===== src/rtl/dcs_switch_ctrl_if.sv =====
// dcs_switch_ctrl_if: switch request/response handshake bundle
interface dcs_switch_ctrl_if;
    logic req_valid;
    logic req_sel;
    logic req_ready;
    logic rsp_valid;
    logic rsp_err;
    modport master(output req_valid, req_sel, input req_ready, rsp_valid, rsp_err);
    modport slave(input req_valid, req_sel, output req_ready, rsp_valid, rsp_err);
endinterface


===== src/rtl/dcs_switch_ctrl.sv =====
// dcs_switch_ctrl: sequences DCS SEL/SELFORCE with settle/dwell timing and heartbeat-driven failover
module dcs_switch_ctrl #(
    parameter int SETTLE_CYC  = 16,
    parameter int DWELL_CYC   = 32,
    parameter int TIMEOUT_CYC = 64
) (
    input  logic                    clk,
    input  logic                    rst_n,
    input  logic                    hb0,
    input  logic                    hb1,
    dcs_switch_ctrl_if.slave        bus,
    output logic                    dcs_sel,
    output logic                    dcs_selforce,
    output logic                    cur_sel,
    output logic [1:0]              alive,
    output logic                    failover
);
    typedef enum logic [1:0] {IDLE, SWITCH, DWELL, FORCE} state_t;
    state_t      state_q, state_d;
    logic [1:0]  hb, hb_prev_q, alive_q, alive_d;
    logic [9:0]  wd_q [2];
    logic [9:0]  wd_d [2];
    logic [7:0]  cnt_q, cnt_d;
    logic        dcs_sel_q, dcs_sel_d, selforce_q, selforce_d, cur_sel_q, cur_sel_d;
    logic        rsp_valid_q, rsp_valid_d, rsp_err_q, rsp_err_d, failover_q, failover_d;
    logic        fo_trig, accept;
    assign hb = {hb1, hb0};
    always_comb begin
        for (int n = 0; n < 2; n++) begin
            wd_d[n]    = (hb[n] != hb_prev_q[n]) ? 10'd0 : wd_q[n] + 10'(wd_q[n] < 10'(TIMEOUT_CYC));
            alive_d[n] = wd_d[n] < 10'(TIMEOUT_CYC);
        end
    end
    // Losing the active clock pre-empts both new requests and the dwell period
    assign fo_trig       = (state_q == IDLE || state_q == DWELL) && !alive_q[cur_sel_q] && alive_q[~cur_sel_q];
    assign bus.req_ready = rst_n && state_q == IDLE && !fo_trig;
    assign accept        = bus.req_valid && bus.req_ready;
    always_comb begin
        state_d     = state_q;
        cnt_d       = (state_q == IDLE) ? 8'd0 : cnt_q + 8'd1;
        dcs_sel_d   = dcs_sel_q;
        selforce_d  = selforce_q;
        cur_sel_d   = cur_sel_q;
        rsp_valid_d = 1'b0;
        rsp_err_d   = 1'b0;
        failover_d  = 1'b0;
        if (fo_trig) begin
            state_d    = FORCE;
            cnt_d      = 8'd0;
            dcs_sel_d  = ~cur_sel_q;
            selforce_d = 1'b1;
            failover_d = 1'b1;
        end else begin
            case (state_q)
                IDLE: if (accept) begin
                    if (!alive_q[bus.req_sel] || bus.req_sel == cur_sel_q) begin
                        rsp_valid_d = 1'b1;
                        rsp_err_d   = !alive_q[bus.req_sel];
                    end else begin
                        dcs_sel_d = bus.req_sel;
                        state_d   = SWITCH;
                    end
                end
                SWITCH: if (!alive_q[dcs_sel_q] && alive_q[cur_sel_q]) begin
                    state_d     = FORCE;
                    cnt_d       = 8'd0;
                    dcs_sel_d   = cur_sel_q;
                    selforce_d  = 1'b1;
                    failover_d  = 1'b1;
                    rsp_valid_d = 1'b1;
                    rsp_err_d   = 1'b1;
                end else if (cnt_q == 8'(SETTLE_CYC - 1)) begin
                    cur_sel_d   = dcs_sel_q;
                    rsp_valid_d = 1'b1;
                    cnt_d       = 8'd0;
                    state_d     = (DWELL_CYC == 0) ? IDLE : DWELL;
                end
                DWELL: state_d = (cnt_q == 8'(DWELL_CYC - 1)) ? IDLE : DWELL;
                FORCE: if (cnt_q == 8'(SETTLE_CYC - 1)) begin
                    cur_sel_d  = dcs_sel_q;
                    selforce_d = 1'b0;
                    cnt_d      = 8'd0;
                    state_d    = (DWELL_CYC == 0) ? IDLE : DWELL;
                end
            endcase
        end
    end
    always_ff @(posedge clk) begin
        if (!rst_n) begin
            state_q     <= IDLE;
            hb_prev_q   <= hb;
            wd_q        <= '{default: '0};
            alive_q     <= 2'b11;
            cnt_q       <= 8'd0;
            dcs_sel_q   <= 1'b0;
            selforce_q  <= 1'b0;
            cur_sel_q   <= 1'b0;
            rsp_valid_q <= 1'b0;
            rsp_err_q   <= 1'b0;
            failover_q  <= 1'b0;
        end else begin
            state_q     <= state_d;
            hb_prev_q   <= hb;
            wd_q        <= wd_d;
            alive_q     <= alive_d;
            cnt_q       <= cnt_d;
            dcs_sel_q   <= dcs_sel_d;
            selforce_q  <= selforce_d;
            cur_sel_q   <= cur_sel_d;
            rsp_valid_q <= rsp_valid_d;
            rsp_err_q   <= rsp_err_d;
            failover_q  <= failover_d;
        end
    end
    assign bus.rsp_valid = rsp_valid_q;
    assign bus.rsp_err   = rsp_err_q;
    assign dcs_sel       = dcs_sel_q;
    assign dcs_selforce  = selforce_q;
    assign cur_sel       = cur_sel_q;
    assign alive         = alive_q;
    assign failover      = failover_q;
endmodule


===== src/flat_wrapper.sv =====
// flat-port wrapper written by rule: the top's interface ports become plain ports
module dcs_switch_ctrl_flat 
#(
    parameter int SETTLE_CYC  = 16,
    parameter int DWELL_CYC   = 32,
    parameter int TIMEOUT_CYC = 64
)
  (clk, rst_n, hb0, hb1, dcs_sel, dcs_selforce, cur_sel, alive, failover, bus_req_valid, bus_req_sel, bus_req_ready, bus_rsp_valid, bus_rsp_err);
  dcs_switch_ctrl_if bus_i ();
  input  logic clk;
  input  logic rst_n;
  input  logic hb0;
  input  logic hb1;
  output logic dcs_sel;
  output logic dcs_selforce;
  output logic cur_sel;
  output logic [1:0] alive;
  output logic failover;
  input wire logic [$bits(bus_i.req_valid)-1:0] bus_req_valid;
  input wire logic [$bits(bus_i.req_sel)-1:0] bus_req_sel;
  output wire logic [$bits(bus_i.req_ready)-1:0] bus_req_ready;
  output wire logic [$bits(bus_i.rsp_valid)-1:0] bus_rsp_valid;
  output wire logic [$bits(bus_i.rsp_err)-1:0] bus_rsp_err;
  assign bus_i.req_valid = bus_req_valid;
  assign bus_i.req_sel = bus_req_sel;
  assign bus_req_ready = bus_i.req_ready;
  assign bus_rsp_valid = bus_i.rsp_valid;
  assign bus_rsp_err = bus_i.rsp_err;
  dcs_switch_ctrl #(.SETTLE_CYC(SETTLE_CYC), .DWELL_CYC(DWELL_CYC), .TIMEOUT_CYC(TIMEOUT_CYC)) u_core (.clk(clk), .rst_n(rst_n), .hb0(hb0), .hb1(hb1), .bus(bus_i), .dcs_sel(dcs_sel), .dcs_selforce(dcs_selforce), .cur_sel(cur_sel), .alive(alive), .failover(failover));
endmodule

===== config.mk =====
export PLATFORM = sky130hd
export DESIGN_NAME = dcs_switch_ctrl_flat
export DESIGN_NICKNAME = d
export VERILOG_FILES = /design/src/rtl/dcs_switch_ctrl_if.sv /design/src/rtl/dcs_switch_ctrl.sv /design/src/flat_wrapper.sv
export SDC_FILE = /design/constraint.sdc
export NUM_CORES = 1
export LEC_CHECK = 0
export ABC_AREA = 1
export BUFFER_PORTS_ARGS = -buffer_cell sky130_fd_sc_hd__buf_2
export CAP_MARGIN = 20
export CORE_MARGIN = 3
export CORE_UTILIZATION = 59
export CTS_CLUSTER_SIZE = 28
export DETAILED_ROUTE_END_ITERATION = 10
export GPL_ROUTABILITY_DRIVEN = 0
export GPL_TIMING_DRIVEN = 0
export MAX_ROUTING_LAYER = met4
export PLACE_DENSITY = 0.78
export RECOVER_POWER = 100
export SYNTH_ARGS = -nofsm -noshare
export SYNTH_HDL_FRONTEND = slang
export SYNTH_SLANG_ARGS = --single-unit

===== constraint.sdc =====
create_clock -name clk -period 2.2 [get_ports clk]
set_input_delay 0.44 -clock clk [delete_from_list [all_inputs] [get_ports clk]]
set_output_delay 0.44 -clock clk [all_outputs]
set_load 0.005 [all_outputs]

# Word level (Yosys, flattened, before mapping)
# Cells that the tools add are included.
# W data, S select, Z words.
[classes]
addsub = 3
order_cmp = 8
eq_ne = 13
n_mux = 44
n_bitwise = 3
reduce_logical = 21
[ops]
columns = ["cell", "n"]
rows = [
  ["$lt A10 B7 Y1 const B", 4],
  ["$mux W1", 26],
  ["$mux W8", 3],
  ["$add A10 B1 Y10", 2],
  ["$mux W10", 2],
  ["$pmux W8 S2", 1],
  ["$mux W2", 6],
  ["$pmux W1 S2", 5],
  ["$ne A3 B1 Y1 const B", 3],
  ["$add A8 B1 Y8 const B", 1],
  ["$eq A8 B4 Y1 const B", 1],
  ["$eq A8 B5 Y1 const B", 1],
  ["$lt A1 B2 Y1 const B", 4],
  ["$pmux W2 S4", 1],
  ["$logic_and A1 B1 Y1", 6],
  ["$reduce_and A3 Y1", 2],
  ["$reduce_bool A3 Y1", 2],
  ["$eq A2 B2 Y1 const B", 2],
  ["$logic_not A1 Y1", 4],
  ["$reduce_and A4 Y1", 1],
  ["$ne A3 B2 Y1 const B", 1],
  ["$not A1 Y1", 3],
  ["$eq A2 B1 Y1 const B", 1],
  ["$logic_not A2 Y1", 1],
  ["7 further kinds", 9],
]
[word_totals]
register_bits = 40
inputBits = 6
output_inout_bits = 9

# Logic depth before layout (Yosys ltp)
[logic_depth]
word_depth = 11
mapped_depth = 10
depth_no_buf = 10

# Least setup slack after synthesis
# Ideal clock, no wire load.
[synth_timing]
path_kind = "register to register"
start = "reg u_core.wd_q[18] (netlist name)"
end = "reg u_core.alive_q[0], in the netlist u_core.alive[0]"
setup_time_ns = 0.115
t_arrival_ns = 1.593
required_time_ns = 2.085
slack_ns = 0.492
path_stages_with_launch = 11
n_path_buf = 0
synth_period_minus_slack_ns = 1.708
cell_sequence = "dfxtp_1 > nor4_1 > ha_1 > ha_1 > nand2_1 > nor2_1 > nand2_1 > o21bai_1 > nand3_1 > nand3_1 > nor2_1"
[synth_between]
elab_chain_cells = 4
[synth_rtl]
columns = ["item", "line_no", "rtl"]
rows = [
  ["start, declared", "dcs_switch_ctrl.sv:21", "logic [9:0] wd_q [2];"],
  ["start signal, assigned", "dcs_switch_ctrl.sv:104", "wd_q <= wd_d;"],
  ["$lt A10 B7 Y1", "dcs_switch_ctrl.sv:30", "wd_d[n] = (hb[n] != hb_prev_q[n]) ? 10'd0 : wd_q[n] + 10'(wd_q[n] < 10'(TIMEOUT_CYC));"],
  ["$add A10 B1 Y10 *", "dcs_switch_ctrl.sv:30", ""],
  ["$mux W10 *", "dcs_switch_ctrl.sv:30", ""],
  ["$lt A10 B7 Y1 *", "dcs_switch_ctrl.sv:31", "alive_d[n] = wd_d[n] < 10'(TIMEOUT_CYC);"],
  ["end signal, assigned", "dcs_switch_ctrl.sv:105", "alive_q <= alive_d;"],
  ["end, declared", "dcs_switch_ctrl.sv:20", "logic [1:0] hb, hb_prev_q, alive_q, alive_d;"],
]
# Every way passes the cells marked *; elsewhere a longest branch is shown, timed or not.
# A chain may end at the register's enable or synchronous reset.

# Final worst setup path
[layout_timing]
start = "reg u_core.cur_sel_q, in the netlist u_core.cur_sel"
end = "out bus_req_ready"
[layout_between]
elab_chain_cells = 7
word_cells_on_any_way = 9
[layout_rtl]
columns = ["item", "line_no", "rtl"]
rows = [
  ["start, declared", "dcs_switch_ctrl.sv:24", "logic dcs_sel_q, dcs_sel_d, selforce_q, selforce_d, cur_sel_q, cur_sel_d;"],
  ["start signal, assigned", "dcs_switch_ctrl.sv:109", "cur_sel_q <= cur_sel_d;"],
  ["$mux W1 (not written as such) (2 in series)", "dcs_switch_ctrl.sv:35", "assign fo_trig = (state_q == IDLE || state_q == DWELL) && !alive_q[cur_sel_q] && alive_q[~cur_sel_q];"],
  ["$logic_not A1 Y1", "dcs_switch_ctrl.sv:35", ""],
  ["$logic_and A1 B1 Y1", "dcs_switch_ctrl.sv:35", ""],
  ["$logic_and A1 B1 Y1 *", "dcs_switch_ctrl.sv:35", ""],
  ["$logic_not A1 Y1 *", "dcs_switch_ctrl.sv:36", "assign bus.req_ready = rst_n && state_q == IDLE && !fo_trig;"],
  ["$logic_and A1 B1 Y1 *", "dcs_switch_ctrl.sv:36", ""],
  ["end, declared", "flat_wrapper.sv:21", "output wire logic [$bits(bus_i.req_ready)-1:0] bus_req_ready;"],
]
# Every way passes the cells marked *; elsewhere a longest branch is shown, timed or not. The select of a mux whose other input is x is not followed.

==> results.json <==
{
  "p_clk_share_pct": 37.3,
  "power_density_nw_per_um2": 644,
  "ys.flop_type": "dfxtp_1",
  "fmax_mhz": 502,
  "place_ws_ns": 0.232,
  "crit_arrival_ns": 1.55,
  "clock_latency_ns": 0.35,
  "rows": 20,
  "clk_pin_slew_ns": 0.14,
  "status": "finished clean",
  "netlist_area_sq_um": 1940,
  "worst_pin_slew_ns": 0.375,
  "grt_pass1_vias": 1487,
  "final_common_cell": "nand2_1",
  "drtAntennaViolNets": 0,
  "dr.pass1.iters": 4,
  "coreArea_sq_um": 3100,
  "period_share_pct": 90.6,
  "vias_per_cell": 4.86,
  "final_cells": 333,
  "clk_path_buf_depth": 2,
  "grt_antenna_before_repair": 0,
  "rr_endpoint": "u_core.alive[1]",
  "max-cap-violations": 0,
  "die_w_um": 63.4,
  "hold_end": "u_core.hb_prev_q[1]",
  "area_delta_synth_final_pct": 8.12,
  "setup_slack_ns": 0.208,
  "num_antenna_cells": 0,
  "vias": 1619,
  "hold_ws_ns": 0.226,
  "cts_tree": "done",
  "seq_power_share_pct": 55.4,
  "layout.nets": 300,
  "drt_iter0_markers": 90,
  "total_power_mw": 1.35,
  "criticalPathCategory": "flip-flop to output port",
  "ioPinCount": 15,
  "fin_util_pct": 67.7,
  "routedWlPerCell_um": 9.78,
  "reg2reg_depth": 10,
  "internal_power_mw": 1.02,
  "required_ns": 1.76,
  "cts_buffers": 5,
  "cts_root_buf": "clkbuf_4",
  "final_cell_mix": "nand2_1 (54), inv_1 (45), nor2_1 (41), dfxtp_1 (40), nand3_1 (22)",
  "setup_violations": 0,
  "slew-limit-headroom_pct": 74.9,
  "die_h_um": 63.4,
  "min_from": "hb1",
  "vdd.ir_drop.worst_uv": 421,
  "fin_tns_setup_ns": 0,
  "drc": 0,
  "slew_violations": 0,
  "synth_edf_count": 0,
  "synth.distinct_cells": 31,
  "grt_start_max_net_pins": 15,
  "leakagePower_nw": 0.999,
  "rsz0062_at_grt": "no",
  "r2r-start": "u_core.wd_q[7]",
  "start_util_pct": 62.6,
  "dpl.cell_count": 325,
  "wl_um": 3260,
  "grt-ovfl-total": 0,
  "crit_path_end_kind": "output port",
  "worst-path-max-fanout": 9,
  "drive_gt1_share_pct": 9.00,
  "hpwl_um": 2470,
  "clock_sinks": 40,
  "post_cts_resized": 0,
  "min_period_ns": 1.99,
  "cts_max_level": 2,
  "synth_async_sr_flop_share_pct": 0,
  "place_area_sq_um": 2070,
  "die-area_sq_um": 4020,
  "ys_warn_count": 0,
  "grt_pass1_wl_um": 5940,
  "start_kind": "flip-flop",
  "cts_hold_buffers": 0,
  "p_switching_uw": 334,
  "hold_depth": 1,
  "hp-class": "input pin to flip-flop",
  "portBuffers": 14,
  "grt_usage_pct": 18.6,
  "ys_seq_area_share_pct": 41.2,
  "syn-num-nets": 279,
  "post_cts_buffers": 0,
  "hold_viol_final": 0,
  "final_area_sq_um": 2100,
  "syn_avg_cell_area_sq_um": 7.27,
  "syn_inst": 267,
  "skew_ns": 0.0175,
  "p_sw_share_pct": 24.7,
  "comb_power_share_pct": 7.3,
  "r2r_slack_ns": 0.23,
  "ys_ff_latch": 40
}
power groups by stage:
stage | Clock [mW] | Combinational [mW] | Sequential, mW
after floorplan | 0 | 0.0767 | 0.765
after global placement | 0 | 0.104 | 0.766
after detailed placement | 0 | 0.106 | 0.766
after CTS | 0.521 | 0.107 | 0.750
after global routing | 0.548 | 0.119 | 0.752
final | 0.505 | 0.0985 | 0.750
layer usage:
| layer | share of wire, % | vias to the layer above | global-route usage, % |
|---|---|---|---|
| li1 | - | 879 | - |
| met1 | 48 | 719 | 21.8 |
| met2 | 48 | 19 | 30.8 |
| met3 | 3.4 | 2 | 4.81 |
| met4 | 0.64 | 0 | 6.47 |
| met5 | 0 | - | - |
registers in the layout (all words and copies together), names as in the netlist:
register / cells
u_core.hb_prev_q: 2
u_core.bus.rsp_valid: 1
u_core.dcs_sel: 1
u_core.cur_sel: 1
u_core.wd_q: 20
u_core.cnt_q: 8
u_core.dcs_selforce: 1
u_core.state_q: 2
u_core.alive: 2
u_core.bus.rsp_err: 1
u_core.failover: 1
final cells by class:
| type | count | area, sq um |
|---|---|---|
| clock buffer | 5 | 37.5 |
| clock inverter | 3 | 46.3 |
| fill | 272 | 1000 |
| inverter | 49 | 185 |
| multi-input combinational | 178 | 911 |
| sequential | 40 | 801 |
| tap | 44 | 55.1 |
| timing repair buffer | 14 | 63.8 |
critical path: stages (launching register included):
cell and delay [ns]:
dfxtp_1 0.49, inv_2 0.08, nand2_1 0.08, nand2_2 0.06, nand3_4 0.12, inv_2 0.07
nor3_1 0.15, clkbuf_1 0.14
cell usage after synthesis (2+ instances only):
| library cell | number | share of area [%] |
|---|---|---|
| nand2_1 | 53 | 10 |
| inv_1 | 45 | 8.7 |
| nor2_1 | 41 | 7.9 |
| dfxtp_1 | 40 | 41 |
| nand3_1 | 19 | 4.9 |
| a21oi_1 | 11 | 2.8 |
| o21ai_0 | 7 | 1.8 |
| ha_1 | 6 | 3.9 |
| nor3_1 | 5 | 1.3 |
| xor2_1 | 5 | 2.3 |
| nand4_1 | 4 | 1.3 |
| inv_2 | 3 | 0.58 |
| nand3_2 | 2 | 1.0 |
| nand3_4 | 2 | 1.8 |
| nor3_2 | 2 | 1.0 |
| nor3b_2 | 2 | 1.3 |
| nor4_1 | 2 | 0.64 |
| o211ai_1 | 2 | 0.77 |
| o21a_1 | 2 | 0.77 |
| o21bai_1 | 2 | 0.77 |
| xnor2_1 | 2 | 0.90 |
how the worst max path moves through the flow:
stage | start | cells past startpoint | slack, ns | end
after global routing | u_core.wd_q[7] | 10 | 0.009 | u_core.alive[1]
after detailed placement | u_core.wd_q[7] | 10 | 0.23 | u_core.alive[1]
after CTS | u_core.cur_sel | 7 | 0.18 | bus_req_ready
after floorplan | u_core.wd_q[18] | 10 | 0.49 | u_core.alive[0]
final | u_core.cur_sel | 7 | 0.21 | bus_req_ready
after global placement | u_core.wd_q[7] | 10 | 0.25 | u_core.alive[1]
kinds of logic (layout without fill, tap and decap cells):
kind of cell | Yosys count | after routing | synth area share (%)
buffers and inverters | 49 | 71 | 9.54
xor gates and xnor gates | 7 | 7 | 3.16
AOI/OAI and AO/OA | 26 | 26 | 7.67
adders and majority gates | 6 | 6 | 3.87
DFF | 40 | 40 | 41.2
and+or+nand+nor | 139 | 139 | 34.5
No activity file was read; power rests on OpenSTA's default activity.
